File: src/rtl/lsu_mem_sequencer.sv
// Single-outstanding load/store sequencer between the execute stage and a
// grant/rvalid data-memory port, with alignment checks and a bus timeout.
`timescale 1ns/1ps

`ifndef API_DATA_WIDTH
`define API_DATA_WIDTH 32
`endif
`ifndef API_ADDR_WIDTH
`define API_ADDR_WIDTH 32
`endif
`ifndef LSU_OPCODE_WIDTH
`define LSU_OPCODE_WIDTH 4
`endif
`ifndef LSU_OPCODE_LB
`define LSU_OPCODE_LB  4'h0
`define LSU_OPCODE_LH  4'h1
`define LSU_OPCODE_LW  4'h2
`define LSU_OPCODE_LBU 4'h4
`define LSU_OPCODE_LHU 4'h5
`define LSU_OPCODE_SB  4'h8
`define LSU_OPCODE_SH  4'h9
`define LSU_OPCODE_SW  4'hA
`endif

module lsu_mem_sequencer #(
  parameter int DATA_W         = `API_DATA_WIDTH,
  parameter int ADDR_W         = `API_ADDR_WIDTH,
  parameter int OPC_W          = `LSU_OPCODE_WIDTH,
  parameter int TIMEOUT_CYCLES = 255
) (
  input  logic              clk_i,
  input  logic              rst_i,
  input  logic              lsu_valid_i,
  output logic              lsu_ready_o,
  input  logic [OPC_W-1:0]  lsu_opcode_i,
  input  logic [ADDR_W-1:0] lsu_addr_i,
  input  logic [DATA_W-1:0] lsu_wdata_i,
  output logic              lsu_done_o,
  output logic [DATA_W-1:0] lsu_rdata_o,
  output logic              lsu_err_o,
  output logic [1:0]        lsu_err_code_o,
  output logic              mem_req_o,
  output logic              mem_we_o,
  output logic [3:0]        mem_be_o,
  output logic [ADDR_W-1:0] mem_addr_o,
  output logic [DATA_W-1:0] mem_wdata_o,
  input  logic              mem_gnt_i,
  input  logic              mem_rvalid_i,
  input  logic [DATA_W-1:0] mem_rdata_i
);

  localparam int CNT_W = (TIMEOUT_CYCLES > 1) ? $clog2(TIMEOUT_CYCLES + 1) : 1;
  localparam logic [CNT_W-1:0] CNT_LIMIT = CNT_W'(TIMEOUT_CYCLES);

  typedef enum logic [2:0] {
    ST_IDLE = 3'd0,
    ST_REQ  = 3'd1,
    ST_WAIT = 3'd2,
    ST_DONE = 3'd3,
    ST_ERR  = 3'd4
  } state_e;

  state_e             state_q, state_d;
  logic [CNT_W-1:0]   cnt_q, cnt_d;
  logic [OPC_W-1:0]   opc_q, opc_d;
  logic [1:0]         off_q, off_d;
  logic               ready_q, ready_d;
  logic               req_q, req_d;
  logic               we_q, we_d;
  logic [3:0]         be_q, be_d;
  logic [ADDR_W-1:0]  addr_q, addr_d;
  logic [DATA_W-1:0]  wdata_q, wdata_d;
  logic               done_q, done_d;
  logic               err_q, err_d;
  logic [1:0]         code_q, code_d;
  logic [DATA_W-1:0]  rdata_q, rdata_d;

  logic               dec_legal_s, dec_store_s, dec_misal_s;
  logic [1:0]         dec_size_s;
  logic [3:0]         dec_be_s;
  logic [DATA_W-1:0]  dec_wdata_s;
  logic [7:0]         ld_byte_s;
  logic [15:0]        ld_half_s;
  logic [DATA_W-1:0]  ld_res_s;
  logic [CNT_W-1:0]   cnt_inc_s;
  logic               to_hit_s;
  logic               clr_bus_s;

  // Request decode: access size (0 byte, 1 half, 2 word), legality, lanes.
  always_comb begin
    dec_legal_s = 1'b1;
    dec_store_s = 1'b0;
    dec_size_s  = 2'd0;
    case (lsu_opcode_i)
      `LSU_OPCODE_LB, `LSU_OPCODE_LBU: dec_size_s = 2'd0;
      `LSU_OPCODE_LH, `LSU_OPCODE_LHU: dec_size_s = 2'd1;
      `LSU_OPCODE_LW:                  dec_size_s = 2'd2;
      `LSU_OPCODE_SB: begin dec_size_s = 2'd0; dec_store_s = 1'b1; end
      `LSU_OPCODE_SH: begin dec_size_s = 2'd1; dec_store_s = 1'b1; end
      `LSU_OPCODE_SW: begin dec_size_s = 2'd2; dec_store_s = 1'b1; end
      default:        dec_legal_s = 1'b0;
    endcase
    case (dec_size_s)
      2'd0: begin
        dec_misal_s = 1'b0;
        dec_be_s    = 4'b0001 << lsu_addr_i[1:0];
        dec_wdata_s = {4{lsu_wdata_i[7:0]}};
      end
      2'd1: begin
        dec_misal_s = lsu_addr_i[0];
        dec_be_s    = 4'b0011 << lsu_addr_i[1:0];
        dec_wdata_s = {2{lsu_wdata_i[15:0]}};
      end
      default: begin
        dec_misal_s = |lsu_addr_i[1:0];
        dec_be_s    = 4'b1111;
        dec_wdata_s = lsu_wdata_i;
      end
    endcase
  end

  // Load result: pick the addressed lane of the read word and extend it.
  always_comb begin
    ld_byte_s = mem_rdata_i[{off_q, 3'b000} +: 8];
    ld_half_s = off_q[1] ? mem_rdata_i[31:16] : mem_rdata_i[15:0];
    case (opc_q)
      `LSU_OPCODE_LB:  ld_res_s = {{24{ld_byte_s[7]}}, ld_byte_s};
      `LSU_OPCODE_LBU: ld_res_s = {24'h000000, ld_byte_s};
      `LSU_OPCODE_LH:  ld_res_s = {{16{ld_half_s[15]}}, ld_half_s};
      `LSU_OPCODE_LHU: ld_res_s = {16'h0000, ld_half_s};
      `LSU_OPCODE_LW:  ld_res_s = mem_rdata_i;
      default:         ld_res_s = 32'h0000_0000;
    endcase
  end

  assign cnt_inc_s = cnt_q + CNT_W'(1);
  assign to_hit_s  = (TIMEOUT_CYCLES != 0) && (cnt_inc_s == CNT_LIMIT);

  // Next-state and next-output logic.
  always_comb begin
    state_d   = state_q;
    cnt_d     = cnt_q;
    opc_d     = opc_q;
    off_d     = off_q;
    ready_d   = ready_q;
    req_d     = req_q;
    we_d      = we_q;
    be_d      = be_q;
    addr_d    = addr_q;
    wdata_d   = wdata_q;
    done_d    = 1'b0;
    err_d     = 1'b0;
    code_d    = 2'b00;
    rdata_d   = rdata_q;
    clr_bus_s = 1'b0;
    case (state_q)
      ST_IDLE: begin
        if (lsu_valid_i && ready_q) begin
          opc_d   = lsu_opcode_i;
          off_d   = lsu_addr_i[1:0];
          cnt_d   = '0;
          ready_d = 1'b0;
          if (!dec_legal_s) begin
            state_d = ST_ERR;
            err_d   = 1'b1;
            code_d  = 2'b11;
          end else if (dec_misal_s) begin
            state_d = ST_ERR;
            err_d   = 1'b1;
            code_d  = 2'b01;
          end else begin
            state_d = ST_REQ;
            req_d   = 1'b1;
            we_d    = dec_store_s;
            be_d    = dec_be_s;
            addr_d  = {lsu_addr_i[ADDR_W-1:2], 2'b00};
            wdata_d = dec_store_s ? dec_wdata_s : '0;
          end
        end else begin
          ready_d = 1'b1;
        end
      end
      ST_REQ: begin
        cnt_d = cnt_inc_s;
        if (mem_gnt_i) begin
          state_d   = ST_WAIT;
          clr_bus_s = 1'b1;
        end else if (to_hit_s) begin
          state_d   = ST_ERR;
          err_d     = 1'b1;
          code_d    = 2'b10;
          clr_bus_s = 1'b1;
        end else begin
          state_d = ST_REQ;
        end
      end
      ST_WAIT: begin
        cnt_d = cnt_inc_s;
        if (mem_rvalid_i) begin
          state_d = ST_DONE;
          done_d  = 1'b1;
          rdata_d = ld_res_s;
        end else if (to_hit_s) begin
          state_d = ST_ERR;
          err_d   = 1'b1;
          code_d  = 2'b10;
        end else begin
          state_d = ST_WAIT;
        end
      end
      ST_DONE, ST_ERR: begin
        state_d = ST_IDLE;
        ready_d = 1'b1;
      end
      default: begin
        state_d   = ST_IDLE;
        ready_d   = 1'b1;
        clr_bus_s = 1'b1;
      end
    endcase
    if (clr_bus_s) begin
      req_d   = 1'b0;
      we_d    = 1'b0;
      be_d    = 4'b0000;
      addr_d  = '0;
      wdata_d = '0;
    end else begin
      req_d = req_d;
    end
  end

  // State and registered outputs; reset takes effect without a clock edge.
  always_ff @(posedge clk_i or posedge rst_i) begin
    if (rst_i) begin
      state_q <= ST_IDLE;
      cnt_q   <= '0;
      opc_q   <= '0;
      off_q   <= 2'b00;
      ready_q <= 1'b1;
      req_q   <= 1'b0;
      we_q    <= 1'b0;
      be_q    <= 4'b0000;
      addr_q  <= '0;
      wdata_q <= '0;
      done_q  <= 1'b0;
      err_q   <= 1'b0;
      code_q  <= 2'b00;
      rdata_q <= '0;
    end else begin
      state_q <= state_d;
      cnt_q   <= cnt_d;
      opc_q   <= opc_d;
      off_q   <= off_d;
      ready_q <= ready_d;
      req_q   <= req_d;
      we_q    <= we_d;
      be_q    <= be_d;
      addr_q  <= addr_d;
      wdata_q <= wdata_d;
      done_q  <= done_d;
      err_q   <= err_d;
      code_q  <= code_d;
      rdata_q <= rdata_d;
    end
  end

  assign lsu_ready_o    = ready_q;
  assign lsu_done_o     = done_q;
  assign lsu_rdata_o    = rdata_q;
  assign lsu_err_o      = err_q;
  assign lsu_err_code_o = code_q;
  assign mem_req_o      = req_q;
  assign mem_we_o       = we_q;
  assign mem_be_o       = be_q;
  assign mem_addr_o     = addr_q;
  assign mem_wdata_o    = wdata_q;

endmodule

File: config.mk
export PLATFORM = sky130hd
export DESIGN_NAME = lsu_mem_sequencer
export DESIGN_NICKNAME = d
export VERILOG_FILES = /design/src/rtl/lsu_mem_sequencer.sv
export SDC_FILE = /design/constraint.sdc
export NUM_CORES = 1
export LEC_CHECK = 0
export BUFFER_PORTS_ARGS = -buffer_cell sky130_fd_sc_hd__buf_4
export CELL_PAD_IN_SITES_DETAIL_PLACEMENT = 0
export CELL_PAD_IN_SITES_GLOBAL_PLACEMENT = 1
export CORE_ASPECT_RATIO = 1.75
export CORE_MARGIN = 4
export CORE_UTILIZATION = 30
export CTS_BUF_LIST = sky130_fd_sc_hd__clkbuf_8
export DETAILED_ROUTE_END_ITERATION = 16
export GPL_TIMING_DRIVEN = 0
export HOLD_SLACK_MARGIN = 0.1
export PLACE_DENSITY = 0.78
export SETUP_SLACK_MARGIN = 0.1
export SKIP_CTS_REPAIR_TIMING = 1
export SLEW_MARGIN = 25
export SYNTH_ARGS = -nofsm -noshare
export SYNTH_HDL_FRONTEND = slang
export SYNTH_SLANG_ARGS = --single-unit
File: constraint.sdc
create_clock -name clk_i -period 4.23 [get_ports clk_i]
set_clock_uncertainty 0.15 [all_clocks]
set_input_delay 0.6345 -clock clk_i [delete_from_list [all_inputs] [get_ports clk_i]]
set_output_delay 0.6345 -clock clk_i [all_outputs]
set_load 0.02 [all_outputs]
==> results.toml <==
[status]
status = "complete, no violations"

[logic_synthesis]
synth_cell_types = 55
synth_edf_count = 0
yosys.area.top_type = "dfrtp_1"
synth_cells = 508
yosys_warnings = 0
syn_area_per_cell_um2 = 11.1
ys_top_cells_by_area = "dfrtp_1, a22o_1, mux2i_1"
yosysTopAreaCellShare = 0.538
ys_async_sr_fraction = 1.00
syn-cell-area_um2 = 5630
ys.flop_type = "dfrtp_1"
synth_seq_cells = 122
ys_seq_area_frac = 0.543

[cells_and_area]
syn2layout_area_growth_pct = 40.8
layout-drive-gt1-share = 0.364
fillers = 1883
nNetsFinal = 846
insertedDiodeCount = 0
final_util = 0.428
fin_area_um2 = 7920

[grt]
met2_usage = 0.319
busiest_layer = "met2"
grt_pass1_vias = 5375
grt_max_degree = 87
grt_use_total = 0.179
grt.met1_usage = 0.202
antenna_found_initial = 0
grt_pass1_wl_mm = 29.8
use_met3 = 0.0387
grt_overflow = 0

[die]
coreArea_um2 = 18500
io_pins = 212
die_x_um = 112
initial_utilization = 0.304
die_h_um = 189
die_area_um2 = 21100
num_rows = 66

[power_and_ir_drop]
clockPowerShare = 0.193
seqPwrFrac = 0.349
p_leak_nw = 3.93
switchingPower_mw = 2.11
irDropWorstVdd_mv = 0.364
combPwrFrac = 0.457
switching_share = 0.407
p_int_mw = 3.07
powerDensity_nw_per_um2 = 653

[placement]
dp_hpwl_mm = 14.1
dp_slack_ps = 1250
gp_congestion = 0.838
placed_area_um2 = 7530
portBuffers = 209

[timing]
rsz0062_at_grt = "false"
timing.fmax_mhz = 401
worst_slack_ps = 1740
worst_slew_pin_slew_ps = 797
fin_crit_sh = 0.590
relSlewSlack = 0.464
report.final.slew_viol_count = 0
final_period_minus_worst_setup_slack_ps = 2490
hold_violations = 0
setup_violations = 0

[worst_setup_path]
crit_arrival_ps = 2720
cp.required_ps = 4450
r2r_start = "state_q[2]"
worstSetupStartpointType = "flop"
criticalPathCategory = "reg2reg"
ff2ff_setup_slack_ps = 1740
r2r-end = "lsu_rdata_o[20]"
critPathMaxFanout = 10
worstSetupEndpointType = "flop"
rr_worst_depth = 7

[min_path]
min_path_type = "in2reg"
min_to = "state_q[0]"
hold-path-cell-count = 2
hp-start = "mem_gnt_i"

[clock_network]
clock-sinks = 122
clock-root-buffer = "clkbuf_8"
htree_levels = 4
tritoncts = "done"
path_clk_slew_ps = 70
clockBufferDepth = 2
insertion_delay_ps = 430
cts_buffers = 17

[routing]
drt-vias-per-instance = 5.10
drt_iter0_markers = 193
final_antenna_net_count = 0
post-route-drc-count = 0
wl_mm = 18.6
vias = 5050
wl_per_cell_um = 18.8
firstDrtPassIters = 4

[flow_run]
cap_violations = 0
Yosys cell counts, types with 2 or more instances:
library cell / number
dfrtp_1: 121
a22o_1: 51
nand2_1: 51
o21ai_0: 42
nor2_1: 31
mux2i_1: 24
o2bb2ai_1: 24
clkbuf_1: 22
a221o_1: 17
a21oi_1: 15
buf_2: 9
a221oi_1: 7
a22oi_1: 7
mux2_2: 7
nor2b_1: 6
inv_1: 5
a21o_1: 4
a31oi_1: 4
nand2b_1: 4
nand3_1: 4
and3_1: 3
buf_4: 3
buf_6: 3
nor3b_1: 3
o31ai_1: 3
and2_1: 2
buf_1: 2
ha_1: 2
nand3b_1: 2
nand4_1: 2
nor3_1: 2
o41ai_1: 2
or2_2: 2
through the flow:
step / hold slack, ps / std cells / total power, mW / TNS, ps
after floorplan: 347 / 509 / 3.21 / 0
after global placement: 313 / 956 / 4.19 / -170940
after detailed placement: 322 / 957 / 4.21 / 0
after CTS: -16.9 / 989 / 5.24 / 0
after global routing: 238 / 990 / 5.53 / 0
final: 258 / 990 / 5.17 / 0
cell type report:
| class | instances | area, µm² | area share |
|---|---|---|---|
| inverters | 5 | 26.3 | 0.00332 |
| multi-input cells | 343 | 2370 | 0.299 |
| well taps | 238 | 298 | 0.0376 |
| repair buffers | 211 | 1610 | 0.203 |
| clock buffers | 20 | 275 | 0.0347 |
| plain buffers | 39 | 191 | 0.0242 |
| clock inverters | 12 | 100 | 0.0126 |
| flip-flops and latches | 122 | 3050 | 0.385 |
placed cells by master, fill, tap and decap left out, types with 2 or more instances in the layout:
cell | Yosys | final
a21o_1 | 4 | 4
a21oi_1 | 15 | 15
a221o_1 | 17 | 17
a221oi_1 | 7 | 7
a22o_1 | 51 | 51
a22oi_1 | 7 | 7
a31oi_1 | 4 | 4
and2_1 | 2 | 2
and3_1 | 3 | 3
buf_1 | 2 | 2
buf_2 | 9 | 9
buf_4 | 3 | 212
buf_6 | 3 | 3
clkbuf_1 | 22 | 22
clkbuf_8 | 0 | 20
clkinv_2 | 0 | 3
clkinvlp_4 | 0 | 4
conb_1 | 1 | 2
dfrtp_1 | 121 | 121
ha_1 | 2 | 2
inv_1 | 5 | 6
mux2_2 | 7 | 7
mux2i_1 | 24 | 24
nand2_1 | 51 | 51
nand2b_1 | 4 | 4
nand3_1 | 4 | 4
nand3b_1 | 2 | 2
nand4_1 | 2 | 2
nor2_1 | 31 | 31
nor2b_1 | 6 | 6
nor3_1 | 2 | 2
nor3b_1 | 3 | 3
o21ai_0 | 42 | 42
o2bb2ai_1 | 24 | 24
o31ai_1 | 3 | 3
o41ai_1 | 2 | 2
or2_2 | 2 | 2
metal layers:
layer | vias to the layer above | share of wire
li1 | 2371 | -
met1 | 2479 | 0.38
met2 | 166 | 0.54
met3 | 34 | 0.054
met4 | 0 | 0.031
met5 | - | 0
worst max path at each step:
| stage | start | end | cells after the start |
|---|---|---|---|
| 2_1_floorplan | rst_i | cnt_q[0] | 1 |
| 3_3_place_gp | rst_i | mem_wdata_o[28] | 2 |
| 3_5_place_dp | lsu_opcode_i[2] | mem_addr_o[31] | 7 |
| 4_1_cts | state_q[2] | cnt_q[6] | 6 |
| 5_1_grt | state_q[2] | cnt_q[5] | 6 |
| 6_report | state_q[2] | lsu_rdata_o[20] | 7 |
worst max-delay path, cell delays in order, from the launching register on:
cell and delay, ps:
dfrtp_1 370, clkbuf_1 210, nor2_1 160, nand2_1 250
nor4_1 300, o311a_1 400, clkbuf_1 400, a221o_1 180
sequential cells by signal, indices dropped and copies added (netlist names), 2 cells and up:
signal          count
state_q             3
lsu_err_code_o      2
mem_be_o            4
opc_q               4
lsu_rdata_o        32
cnt_q               8
mem_wdata_o        32
mem_addr_o         30
off_q               2
cell families after synthesis:
group	count (synthesis)	share of synthesized area
XOR/XNOR	1	0.00156
AND/OR/NAND/NOR	118	0.0983
multiplexers	31	0.0567
other	1	0.000666
flip-flops	122	0.543
adder cells (fa/ha/maj)	2	0.00445
buffers and inverters	44	0.0373
AO/OA/AOI/OAI	189	0.258
power groups by stage:
stage / clock network [mW] / logic [mW] / registers, mW
2_1_floorplan: 0 / 1.01 / 2.19
3_3_place_gp: 0 / 2.37 / 1.82
3_5_place_dp: 0 / 2.39 / 1.82
4_1_cts: 1.04 / 2.40 / 1.81
5_1_grt: 1.09 / 2.57 / 1.87
6_report: 1.00 / 2.37 / 1.81
No activity file was read; power rests on OpenSTA's default activity.
